### config.mk
export PLATFORM = sky130hd
export DESIGN_NAME = aes_round_sequencer
export DESIGN_NICKNAME = d
export VERILOG_FILES = /design/src/rtl/aes_ctrl_pkg.sv /design/src/rtl/aes_rcon_rom.sv /design/src/rtl/aes_round_sequencer.sv
export SDC_FILE = /design/constraint.sdc
export NUM_CORES = 1
export LEC_CHECK = 0
export ABC_CLOCK_PERIOD_IN_PS = 12000
export BUFFER_PORTS_ARGS = -buffer_cell sky130_fd_sc_hd__buf_2
export CAP_MARGIN = 20
export CORE_MARGIN = 2
export CORE_UTILIZATION = 30
export DETAILED_ROUTE_END_ITERATION = 6
export SYNTH_ARGS = -nofsm -noshare
export SYNTH_HDL_FRONTEND = slang
export SYNTH_SLANG_ARGS = --single-unit
### constraint.sdc
create_clock -name clk -period 12 [get_ports clk]
set_input_delay 0 -clock clk [delete_from_list [all_inputs] [get_ports clk]]
set_output_delay 0 -clock clk [all_outputs]
set_load 0.02 [all_outputs]
### src/rtl/aes_ctrl_pkg.sv
// Shared definitions for the AES-128 round controller: FSM states, mux2 encodings
// and the per-round step order for each direction.
package aes_ctrl_pkg;

    typedef enum logic [2:0] {
        ST_IDLE,
        ST_ADD,
        ST_SUB,
        ST_SHIFT,
        ST_MIX,
        ST_KEY,
        ST_FIN
    } state_e;

    localparam logic [1:0] MUX2_INIT  = 2'b00;
    localparam logic [1:0] MUX2_MID   = 2'b01;
    localparam logic [1:0] MUX2_FINAL = 2'b10;

    localparam int STEPS_PER_ROUND = 5;

    // Step order inside rounds 1..NR, indexed by position 0..4.
    function automatic state_e step_at(input logic dec, input logic [2:0] pos);
        state_e s;
        s = ST_ADD;
        if (!dec) begin
            case (pos)
                3'd0:    s = ST_KEY;
                3'd1:    s = ST_SUB;
                3'd2:    s = ST_SHIFT;
                3'd3:    s = ST_MIX;
                default: s = ST_ADD;
            endcase
        end else begin
            case (pos)
                3'd0:    s = ST_KEY;
                3'd1:    s = ST_SHIFT;
                3'd2:    s = ST_SUB;
                3'd3:    s = ST_ADD;
                default: s = ST_MIX;
            endcase
        end
        return s;
    endfunction

    // Strobe vector layout: {add, sub, shift, mix, key}.
    function automatic logic [4:0] step_strobe(input state_e s);
        logic [4:0] v;
        case (s)
            ST_ADD:   v = 5'b10000;
            ST_SUB:   v = 5'b01000;
            ST_SHIFT: v = 5'b00100;
            ST_MIX:   v = 5'b00010;
            ST_KEY:   v = 5'b00001;
            default:  v = 5'b00000;
        endcase
        return v;
    endfunction

endpackage

### src/rtl/aes_rcon_rom.sv
// AES key-schedule round constant lookup; indices outside 1..10 return zero.
module aes_rcon_rom (
    input  logic [3:0] idx,
    output logic [7:0] rcon
);

    always_comb begin
        rcon = 8'h00;
        case (idx)
            4'd1:    rcon = 8'h01;
            4'd2:    rcon = 8'h02;
            4'd3:    rcon = 8'h04;
            4'd4:    rcon = 8'h08;
            4'd5:    rcon = 8'h10;
            4'd6:    rcon = 8'h20;
            4'd7:    rcon = 8'h40;
            4'd8:    rcon = 8'h80;
            4'd9:    rcon = 8'h1B;
            4'd10:   rcon = 8'h36;
            default: rcon = 8'h00;
        endcase
    end

endmodule

### src/rtl/aes_round_sequencer.sv
// AES-128 round controller: sequences step strobes, datapath mux selects and Rcon
// for encrypt or decrypt, with stall, abort and a one-deep queued start.
module aes_round_sequencer
    import aes_ctrl_pkg::*;
#(
    parameter int NR   = 10,
    parameter int RC_W = 32
) (
    input  logic            clk,
    input  logic            reset_n,
    input  logic            start,
    input  logic            decrypt,
    input  logic            stall,
    input  logic            abort,
    output logic            busy,
    output logic            done,
    output logic [3:0]      round_idx,
    output logic            add_start,
    output logic            sub_start,
    output logic            shift_start,
    output logic            mix_start,
    output logic            key_start,
    output logic            mux1_sel,
    output logic [1:0]      mux2_sel,
    output logic [RC_W-1:0] key_rc
);

    localparam logic [3:0] NR_L = 4'(NR);

    state_e          state_q, state_d;
    logic [3:0]      round_q, round_d;
    logic [2:0]      pos_q, pos_d;
    logic            mode_q, mode_d;
    logic            pend_q, pend_d;
    logic            pend_dec_q, pend_dec_d;
    logic            busy_q, busy_d;
    logic            done_q, done_d;
    logic [4:0]      stb_q, stb_d;
    logic            mux1_q, mux1_d;
    logic [1:0]      mux2_q, mux2_d;
    logic [RC_W-1:0] key_rc_q, key_rc_d;

    logic [3:0]      nxt_pos;
    logic [3:0]      nxt_round;
    logic            nxt_fin;
    state_e          nxt_step;
    logic [3:0]      rc_idx;
    logic [7:0]      rcon;
    logic            launch;
    logic            launch_dec;
    logic            issue;

    aes_rcon_rom u_rcon (
        .idx  (rc_idx),
        .rcon (rcon)
    );

    // Successor of the step just issued. Round 0 parks at position 4 so its
    // successor is the first step of round 1; MIX is skipped in the final round.
    always_comb begin
        nxt_pos   = {1'b0, pos_q} + 4'd1;
        nxt_round = round_q;
        nxt_fin   = 1'b0;
        if (nxt_pos <= 4'd4 && round_q == NR_L && step_at(mode_q, nxt_pos[2:0]) == ST_MIX) begin
            nxt_pos = nxt_pos + 4'd1;
        end
        if (nxt_pos > 4'd4) begin
            nxt_pos = 4'd0;
            if (round_q == NR_L) begin
                nxt_fin = 1'b1;
            end else begin
                nxt_round = round_q + 4'd1;
            end
        end
        nxt_step = step_at(mode_q, nxt_pos[2:0]);
        rc_idx   = mode_q ? (NR_L + 4'd1 - nxt_round) : nxt_round;
    end

    always_comb begin
        state_d    = state_q;
        round_d    = round_q;
        pos_d      = pos_q;
        mode_d     = mode_q;
        pend_d     = pend_q;
        pend_dec_d = pend_dec_q;
        busy_d     = busy_q;
        done_d     = 1'b0;
        mux1_d     = mux1_q;
        mux2_d     = mux2_q;
        key_rc_d   = key_rc_q;
        launch     = 1'b0;
        launch_dec = 1'b0;
        issue      = 1'b0;

        if (state_q == ST_IDLE) begin
            if (start && !abort) begin
                launch     = 1'b1;
                launch_dec = decrypt;
            end
        end else if (abort) begin
            state_d = ST_IDLE;
            round_d = 4'd0;
            pos_d   = 3'd0;
            pend_d  = 1'b0;
            busy_d  = 1'b0;
            mux1_d  = 1'b0;
            mux2_d  = MUX2_INIT;
        end else if (state_q == ST_FIN) begin
            if (pend_q) begin
                launch     = 1'b1;
                launch_dec = pend_dec_q;
                pend_d     = 1'b0;
            end else if (start) begin
                launch     = 1'b1;
                launch_dec = decrypt;
            end else begin
                state_d = ST_IDLE;
            end
        end else begin
            if (start && !pend_q) begin
                pend_d     = 1'b1;
                pend_dec_d = decrypt;
            end
            if (!stall) begin
                if (nxt_fin) begin
                    state_d = ST_FIN;
                    done_d  = 1'b1;
                    busy_d  = 1'b0;
                    round_d = 4'd0;
                    pos_d   = 3'd0;
                    mux1_d  = 1'b0;
                    mux2_d  = MUX2_INIT;
                end else begin
                    state_d = nxt_step;
                    pos_d   = nxt_pos[2:0];
                    round_d = nxt_round;
                    issue   = 1'b1;
                    if (nxt_step == ST_KEY) begin
                        key_rc_d               = '0;
                        key_rc_d[RC_W-1 -: 8]  = rcon;
                        mux1_d                 = 1'b1;
                        mux2_d                 = (nxt_round == NR_L) ? MUX2_FINAL : MUX2_MID;
                    end
                end
            end
        end

        if (launch) begin
            state_d = ST_ADD;
            round_d = 4'd0;
            pos_d   = 3'd4;
            mode_d  = launch_dec;
            busy_d  = 1'b1;
            mux1_d  = 1'b0;
            mux2_d  = MUX2_INIT;
            issue   = 1'b1;
        end

        stb_d = issue ? step_strobe(state_d) : 5'b00000;
    end

    always_ff @(posedge clk or negedge reset_n) begin
        if (!reset_n) begin
            state_q    <= ST_IDLE;
            round_q    <= 4'd0;
            pos_q      <= 3'd0;
            mode_q     <= 1'b0;
            pend_q     <= 1'b0;
            pend_dec_q <= 1'b0;
            busy_q     <= 1'b0;
            done_q     <= 1'b0;
            stb_q      <= 5'b00000;
            mux1_q     <= 1'b0;
            mux2_q     <= MUX2_INIT;
            key_rc_q   <= '0;
        end else begin
            state_q    <= state_d;
            round_q    <= round_d;
            pos_q      <= pos_d;
            mode_q     <= mode_d;
            pend_q     <= pend_d;
            pend_dec_q <= pend_dec_d;
            busy_q     <= busy_d;
            done_q     <= done_d;
            stb_q      <= stb_d;
            mux1_q     <= mux1_d;
            mux2_q     <= mux2_d;
            key_rc_q   <= key_rc_d;
        end
    end

    assign busy        = busy_q;
    assign done        = done_q;
    assign round_idx   = round_q;
    assign add_start   = stb_q[4];
    assign sub_start   = stb_q[3];
    assign shift_start = stb_q[2];
    assign mix_start   = stb_q[1];
    assign key_start   = stb_q[0];
    assign mux1_sel    = mux1_q;
    assign mux2_sel    = mux2_q;
    assign key_rc      = key_rc_q;

endmodule

======== Yosys cells after proc, flatten, opt, wreduce, memory -nomap -nowiden ========
Memories as Yosys holds them, arrays and structs flattened. A register that Yosys moved wholly into a read port is not among the register bits.
Cells that the tools add are included.
storage, ports and cells
  flip-flop bits (word level) ............. 23
  bits in read-only memories .............. 128
  logic and storage cells ................. 143
  memories kept ........................... 1
memory list
  memory           words  bits a word  rd ports  clocked after memory_dff  wr ports  line               source
  (no name shown)  16     8            1         1                         0         aes_rcon_rom.sv:9  case (idx)
operators by class
  add/sub/neg operators ................... 4
  $lt $le $gt $ge ......................... 2
  eq/ne operators ......................... 19
  mux-type cells .......................... 82
  bitwise operators ....................... 5
  reductions and logical operators ........ 19
operators by type and width
  cell                                                                   number
  3-bit two-way mux                                                      17
  3-bit one-hot mux with 4 select lines                                  4
  1-bit two-way mux                                                      41
  4-bit two-way mux                                                      10
  5-bit one-hot mux with 5 select lines                                  1
  3-bit by 2-bit == test with 1-bit output, second input constant        6
  2-bit two-way mux                                                      8
  3-bit == test, second input constant                                   5
  4-bit AND reduction                                                    3
  3-bit by 1-bit == test with 1-bit output, second input constant        3
  3-bit zero test                                                        3
  4-bit by 1-bit adder with 4-bit output, second input constant          2
  4-bit == test, second input constant                                   2
  6-bit AND reduction                                                    1
  3-bit nonzero test                                                     2
  5-bit two-way mux                                                      1
  1-bit inverter                                                         5
  3-bit by 1-bit adder with 4-bit output, second input constant          1
  4-bit by 3-bit > comparator with 1-bit output, second input constant   1
  4-bit by 3-bit <= comparator with 1-bit output, second input constant  1
  1-bit logical AND                                                      4
  4-bit nonzero test                                                     1
  4-bit subtractor, first input constant                                 1
  1-bit zero test                                                        3
  5 further kinds                                                        5

======== Longest topological paths before layout ========
Gate-level depths: netlist of run 1.
  depth in word-level cells ............... 21
  gate-level depth with buffers ........... 17
  depth with buffers taken out ............ 15

======== Modules after synthesis ========
From an unflattened synthesis of run 1, not the netlist that was laid out.
unflattened totals
  cell total of the unflattened synthesis .. 263
  area, all modules ....................... 2422.3 um^2
modules (own cells, without submodules)
  module               instances  cells an instance  area each (um^2)  seq. area each (um^2)
  aes_round_sequencer  1          245                2272.2            775.7
  aes_rcon_rom         1          18                 150.1             0.0

======== Least setup slack after synthesis of run 1 ========
Ideal clock, no wire load.
  kind .................................... register to register
  start point ............................. register pos_q[0]
  end point ............................... register key_rc_q[27] (netlist: key_rc[27])
  arrival time ............................ 3.660 ns
  setup slack ............................. 8.214 ns
  cell stages (with the launch flop) ...... 17
  path buffers ............................ 2
  period minus slack after synthesis ...... 3.786 ns
  cells stage by stage .................... dfrtp_1 clkbuf_1 inv_1 ha_1 o21ai_0 nand4_1 a31o_1 buf_6 o32a_1 mux2i_2 ha_1 a22oi_1 o41ai_1 a31o_4 and2_4 a22o_1 mux2_4
between the ends
  longest elaborated chain between the ends .. 14
  elaborated cells on any way between the ends .. 30
RTL lines
  what                                                                    line                                    source
  start, declared                                                         aes_round_sequencer.sv:32               logic [2:0] pos_q, pos_d;
  start signal, assigned                                                  aes_round_sequencer.sv:179              pos_q <= pos_d;
  3-bit by 1-bit adder with 4-bit output (*)                              aes_round_sequencer.sv:61               nxt_pos = {1'b0, pos_q} + 4'd1;
  3-bit by 2-bit == test with 1-bit output, or another cell as far along  aes_ctrl_pkg.sv:26, aes_ctrl_pkg.sv:34
  3-bit one-hot mux with 4 select lines, on equally long branches         aes_ctrl_pkg.sv:26, aes_ctrl_pkg.sv:34
  3-bit two-way mux                                                       aes_ctrl_pkg.sv:25                      if (!dec) begin
  3-bit == test                                                           aes_round_sequencer.sv:64               if (nxt_pos <= 4'd4 && round_q == NR_L && step_at(mode_q, nxt_pos[2:0]) == ST_MIX) begin
  1-bit logical AND                                                       aes_round_sequencer.sv:64
  4-bit two-way mux (*)                                                   aes_round_sequencer.sv:64
  4-bit by 3-bit > comparator with 1-bit output                           aes_round_sequencer.sv:67               if (nxt_pos > 4'd4) begin
  3-bit two-way mux                                                       aes_round_sequencer.sv:67
  3-bit by 2-bit == test with 1-bit output, or another cell as far along  aes_ctrl_pkg.sv:26, aes_ctrl_pkg.sv:34
  3-bit one-hot mux with 4 select lines, on equally long branches         aes_ctrl_pkg.sv:26, aes_ctrl_pkg.sv:34
  3-bit two-way mux                                                       aes_ctrl_pkg.sv:25
  3-bit == test                                                           aes_round_sequencer.sv:138              if (nxt_step == ST_KEY) begin
  6-bit AND reduction (no line)                                           -
  end, declared                                                           aes_round_sequencer.sv:41               logic [RC_W-1:0] key_rc_q, key_rc_d;
Every way passes the cells marked *; elsewhere a longest branch is shown, timed or not.
A chain may end at the register's enable or synchronous reset.

======== Worst setup path after layout of run 1 ========
  start point ............................. register pos_q[0]
  end point ............................... register key_rc_q[28] (netlist: key_rc[28])
The elaborated chain is that of the path after synthesis.

==> qor.yml, run 1 <==
end_kind: "flop"
hold_viol_final: 0
final_nets: 319
maxCapViolations: 0
yosys_warnings: 0
yosysMostFrequentCell: "dfrtp_1"
synth_top_cell_area_share_pct: 32.1
cts_buffers: 5
port_buffers: 27
synth_ff_type: "dfrtp_1"
htreeDepth: 2
path_clk_slew_ns: 0.07
antenna_found_initial: 0
ys_ff_latch: 31
synth-edff-count: 0
track_usage_pct: 12.8
slew_headroom_pct: 46.3
fmax_ghz: 0.244
clockBufferDepth: 2
dp_hpwl_um: 4160
diodes: 0
finalSetupTns_ns: 0
yosysTopAreaCell: "dfrtp_1"
fp.dieW_um: 93.8
grt_pass1_vias: 1836
synth_cells: 271
synth_cell_types: 63
avgSynthCellArea_um2: 8.92
area_growth_pct: 11.0
skew_ns: 0.00938
cp.arrival_ns: 4.26
final_core_util_pct: 34.6
start_kind: "flop"
ys_seq_area_share_pct: 32.1
ant_nets: 0
clockRootBuffer: "clkbuf_8"
rows: 32
status: "completed"
cts-resized-gates: 0
grt_max_degree: 32
fp.dieArea_um2: 8800
post-cts-setup-buffers: 0
clock_sinks: 31
vdd_drop_max_v: 0.0000590
slew_violations: 0
start_util_pct: 31.1
power_density_nw_per_um2: 198
drc: 0
synth_commonest_cells: "dfrtp_1, buf_4, nand2_1"
hp-class: "in -> reg"
required_ns: 12.17
stdcell_area_um2: 2680
dpl_cell_area_um2: 2550
routed_via_density: 4.99
cts_tree: "done"
drt-total-wl_um: 5530
tightest_slew_ns: 0.798
core_um2: 7770
period_share_pct: 34.1
postCtsHoldBufs: 2
crit_fanout: 13
period_needed_ns: 4.09
vias: 2001
gp_congestion: 0.894
setup_viol: 0
rsz0062_at_grt: "no"
fp.dieH_um: 93.8
wl_per_cell_um: 13.8
finalPower_mw: 0.532
grt_pass1_wl_um: 9050
synth-async-reset-ratio_pct: 100
clkLatencyLatePin_ns: 0.28
drtPass1Iterations: 4
drive_gt1_share_pct: 17.7
p_leak_nw: 1.22
yosys-top-cells-area: "dfrtp_1, ha_1, buf_4"
drt_iter0_markers: 76
ios: 52
netlist_area_um2: 2420
critPathKind: "reg -> reg"
grt_remaining_overflow: 0
## power by group
part	switching [mW]	total (mW)	internal (mW)
Clock	0.0391	0.106	0.0671
Combinational	0.170	0.273	0.103
Sequential	0.0306	0.153	0.123
## per-layer routing
layer	GRT usage, %	part of all wire (%)	vias to the layer above
li1	-	-	978
met1	17.9	47	949
met2	20.1	45	70
met3	3.37	6.4	4
met4	2.29	0.76	0
met5	0	0	-
## critical path, stage by stage (launching register included)
cell	delay [ns]
dfrtp_1	0.52
ha_1	0.31
xnor2_1	0.37
nand4_1	0.21
a31o_1	0.34
o31a_1	0.40
nor2_1	0.15
xor2_1	0.23
ha_1	0.27
a22oi_1	0.18
o41ai_1	0.11
a31o_4	0.25
and2_4	0.16
a22o_1	0.22
mux2_4	0.25
## worst paths after layout
check	startpoint	endpoint	slack, ns	depth (start not counted)
min in group asynchronous	reset_n	round_idx[1]	0.31	2
setup reg to reg	pos_q[0]	key_rc[28]	7.91	14
hold / removal	abort	mode_q	0.08	2
setup / recovery	pos_q[0]	key_rc[28]	7.91	14
hold reg to reg	busy	busy	0.48	2
max in group asynchronous	reset_n	state_q[2]	11.21	2
## final cells by class
cell class	count	area, um^2
clock buffers	6	82.6
clock inverters	2	35.0
fillers	823	5080
inverters	19	76.3
multi-input cells	212	1430
flip-flops and latches	31	776
well taps	102	128
repair buffers	29	155
## kinds of logic (layout without fill, tap and decap cells)
family / Yosys count / in the layout / synth area share [%]
and+or+nand+nor: 86 / 86 / 18.6
buffers and inverters: 51 / 56 / 12.3
adders and majority gates: 15 / 15 / 7.76
xor gates and xnor gates: 8 / 8 / 2.90
muxes: 14 / 14 / 6.52
AOI/OAI and AO/OA: 65 / 65 / 19.7
other: 1 / 24 / 0.155
DFF: 31 / 31 / 32.1
## layout by cell type (no fill, tap or decap), types with 5 or more instances in the layout
cell type / netlist / layout
mux2i_1: 8 / 8
nor3_1: 6 / 6
conb_1: 1 / 24
nand2_1: 23 / 23
nor2_1: 20 / 20
nor2b_1: 5 / 5
xnor2_1: 6 / 6
ha_1: 15 / 15
nor4_1: 5 / 5
o21ai_0: 15 / 15
inv_1: 18 / 18
nand3_1: 5 / 5
a21oi_1: 11 / 11
clkbuf_8: 0 / 6
buf_2: 3 / 27
dfrtp_1: 31 / 31
## per-stage QoR
stage	setup WS [ns]	hold WS (ns)	std cells
final	7.91	0.0835	401
after global routing	7.61	0.0984	401
after CTS	7.97	0.0805	401
after detailed placement	7.97	0.103	391
after global placement	7.98	0.0935	391
after floorplan	8.21	-0.296	294
## sequential cells by signal (all words and copies together), names as in the netlist, 2 cells and up
register,flops
state_q,3
key_rc,8
stb_q,5
pos_q,3
round_idx,4
mux2_sel,2
Note: power is estimated with default switching activity, not from simulation.
==> run 2, diff against run 1 <==
--- a/config.mk
+++ b/config.mk
@@ -5,7 +5,7 @@
 export SDC_FILE = /design/constraint.sdc
 export NUM_CORES = 1
 export LEC_CHECK = 0
-export ABC_CLOCK_PERIOD_IN_PS = 12000
+export ABC_CLOCK_PERIOD_IN_PS = 3400
 export BUFFER_PORTS_ARGS = -buffer_cell sky130_fd_sc_hd__buf_2
 export CAP_MARGIN = 20
 export CORE_MARGIN = 2
==> constraint.sdc (replaced) <==
create_clock -name clk -period 3.4 [get_ports clk]
set_input_delay 0 -clock clk [delete_from_list [all_inputs] [get_ports clk]]
set_output_delay 0 -clock clk [all_outputs]
set_load 0.02 [all_outputs]
==> qor.yml, run 2 (synthesis results as in run 1) <==
critPathKind: "reg -> reg"  # unchanged
period_needed_ns: 3.40  # was 4.09 ns
worstReg2RegStart: "pos_q[1]"  # was pos_q[0]
placedCellCount: 434  # was 391
tightest_slew_ns: 0.696  # was 0.798 ns
violations: "negative setup slack"
area_growth_pct: 33.2  # was 11.0%
fp.dieH_um: 93.8  # unchanged
topRoutingLayerUsed: "met4"  # unchanged
drt_iter0_markers: 120  # was 76
drive_gt1_share_pct: 37.4  # was 17.7%
maxCapViolations: 0  # unchanged
fmax_ghz: 0.294  # was 0.244 GHz
crit_path_max_incr_delay_ns: 0.47  # was 0.52 ns
finalPower_mw: 2.25  # was 0.532 mW
grt_pass1_vias: 2100  # was 1836
largest_reg_flops: 8  # unchanged
cts_tree: "done"  # unchanged
vias: 2184  # was 2001
min_from: "abort"  # unchanged
fp.dieArea_um2: 8800  # unchanged
cp_slowest_cell: "dfrtp_2"  # was dfrtp_1
mostFrequentLayoutCells: "buf_4, dfrtp_1, buf_2"  # was dfrtp_1, buf_2, conb_1
crit_start: "pos_q[1]"  # was pos_q[0]
met1_length_um: 2780  # was 2620 um
ios: 52  # unchanged
status: "finished with violations"  # was completed
slew_violations: 0  # unchanged
antenna_found_initial: 0  # unchanged
clock_sinks: 31  # unchanged
drt-total-wl_um: 6180  # was 5530 um
rsz0062_at_grt: "yes"  # was no
wl_per_cell_um: 13.7  # was 13.8 um
port_buffers: 27  # unchanged
htreeDepth: 2  # unchanged
wl_met2_um: 3000  # was 2510 um
wl_met3_um: 296  # was 355 um
vdd_drop_max_v: 0.000220  # was 0.0000590 V
path_clk_slew_ns: 0.07  # about the same
clkLatencyLatePin_ns: 0.29  # was 0.28 ns
clockRootBuffer: "clkbuf_8"  # unchanged
cp.arrival_ns: 3.59  # was 4.26 ns
track_usage_pct: 14.3  # was 12.8%
start_kind: "flop"  # unchanged
clockBufferDepth: 2  # unchanged
hold_viol_final: 0  # unchanged
skew_ns: 0.00901  # was 0.00938 ns
cts_buffers: 5  # unchanged
cp_cell_sequence: "buf_4 -> ha_1 -> nand2_2 -> nand2_2 -> a31o_1 -> o32a_1 -> mux2i_2 -> ha_1 -> a22oi_2 -> o41ai_2 -> a31o_4 -> and2_4 -> a22o_1 -> mux2_4"  # was ha_1 -> xnor2_1 -> nand4_1 -> a31o_1 -> o31a_1 -> nor2_1 -> xor2_1 -> ha_1 -> a22oi_1 -> o41ai_1 -> a31o_4 -> and2_4 -> a22o_1 -> mux2_4
grt_remaining_overflow: 0  # unchanged
setup_viol: 1  # was 0
fin_cells: 452  # was 401
grt_max_degree: 32  # unchanged
fin_ws_ns: -0.00374  # was 7.91 ns
final_common_cell: "buf_4"  # was dfrtp_1
core_um2: 7770  # unchanged
power_density_nw_per_um2: 699  # was 198 nW/um^2
fp.dieW_um: 93.8  # unchanged
required_ns: 3.58  # was 12.17 ns
rows: 32  # unchanged
drtPass1Iterations: 5  # was 4
routed_via_density: 4.83  # was 4.99
ant_nets: 0  # unchanged
period_share_pct: 100  # was 34.1%
p_leak_nw: 1.48  # was 1.22 nW
grt_pass1_wl_um: 9970  # was 9050 um
crit_fanout: 5  # was 13
slew_headroom_pct: 53.6  # was 46.3%
gp_congestion: 0.874  # was 0.894
diodes: 0  # unchanged
end_kind: "flop"  # unchanged
dp_hpwl_um: 4730  # was 4160 um
hp-class: "in -> reg"  # unchanged
start_util_pct: 31.1  # unchanged
final_nets: 370  # was 319
drc: 0  # unchanged
## run 2: changes by cell type in the layout (fill, tap and decap cells not counted), sizes merged
cell / before / now
buf: 27 / 78
## run 2: path summary, 6_finish.rpt
path | endpoint | slack (ns) | cells past startpoint
worst max-delay path | key_rc[28] | -0.004 | 14
worst min-delay path | mode_q | 0.09 | 2
worst max register to register | key_rc[28] | -0.004 | 14
worst min register to register | busy | 0.48 | 2
max in group asynchronous | pos_q[1] | 2.61 | 2
min in group asynchronous | round_idx[2] | 0.28 | 2
## run 2: metrics by stage
| stage | utilization [%] | hold WS (ns) | TNS (ns) | cell area [um^2] | worst slack [ns] |
|---|---|---|---|---|---|
| detailed placement | 37.7 | 0.101 | -0.118 | 2930 | -0.0605 |
| finish | 41.5 | 0.0890 | -0.00374 | 3220 | -0.00374 |
| global route | 41.5 | 0.0987 | -0.229 | 3220 | -0.108 |
| floorplan | - | -0.296 | -0.184 | 2580 | -0.0921 |
| global placement | 37.7 | 0.0953 | 0 | 2930 | 0.00350 |
| CTS | 39.7 | 0.0839 | 0 | 3080 | 0.00733 |
## run 2: power breakdown
group | total [mW] | internal, mW | switching, mW
logic | 1.35 | 0.623 | 0.723
clock network | 0.386 | 0.237 | 0.149
registers | 0.518 | 0.435 | 0.0832
total | 2.25 | 1.30 | 0.956
## run 2: final cells by class
type,count,area (um^2)
Timing Repair Buffer,80,538
Inverter,19,81.3
Fill cell,767,4550
Tap cell,102,128
Clock inverter,2,35.0
Sequential cell,31,779
Clock buffer,6,82.6
Multi-Input combinational cell,212,1580
## run 2: worst max-delay path: cells and delay by family (launching register included)
| family | cells | cell delay (ns) |
|---|---|---|
| adder cells (fa/ha/maj) | 2 | 0.53 |
| buffers and inverters | 1 | 0.16 |
| multiplexers | 2 | 0.47 |
| AO/OA/AOI/OAI | 6 | 1.34 |
| AND/OR/NAND/NOR | 3 | 0.34 |
| flip-flops | 1 | 0.47 |
## run 2: timing repair
item | CTS | global route
pin swaps | 5 | 13
buffers inserted | 1 | 7
setup endpoints to repair | 3 | 4
hold buffers | 2 | 0
resized for setup | 4 | 17
hold endpoints to repair | 32 | 0
## run 2: per-layer routing
metal	global-route usage [%]	vias up
li1	-	1076
met1	17.9	1027
met2	24.5	68
met3	3.29	13
met4	4.11	0
met5	0	-
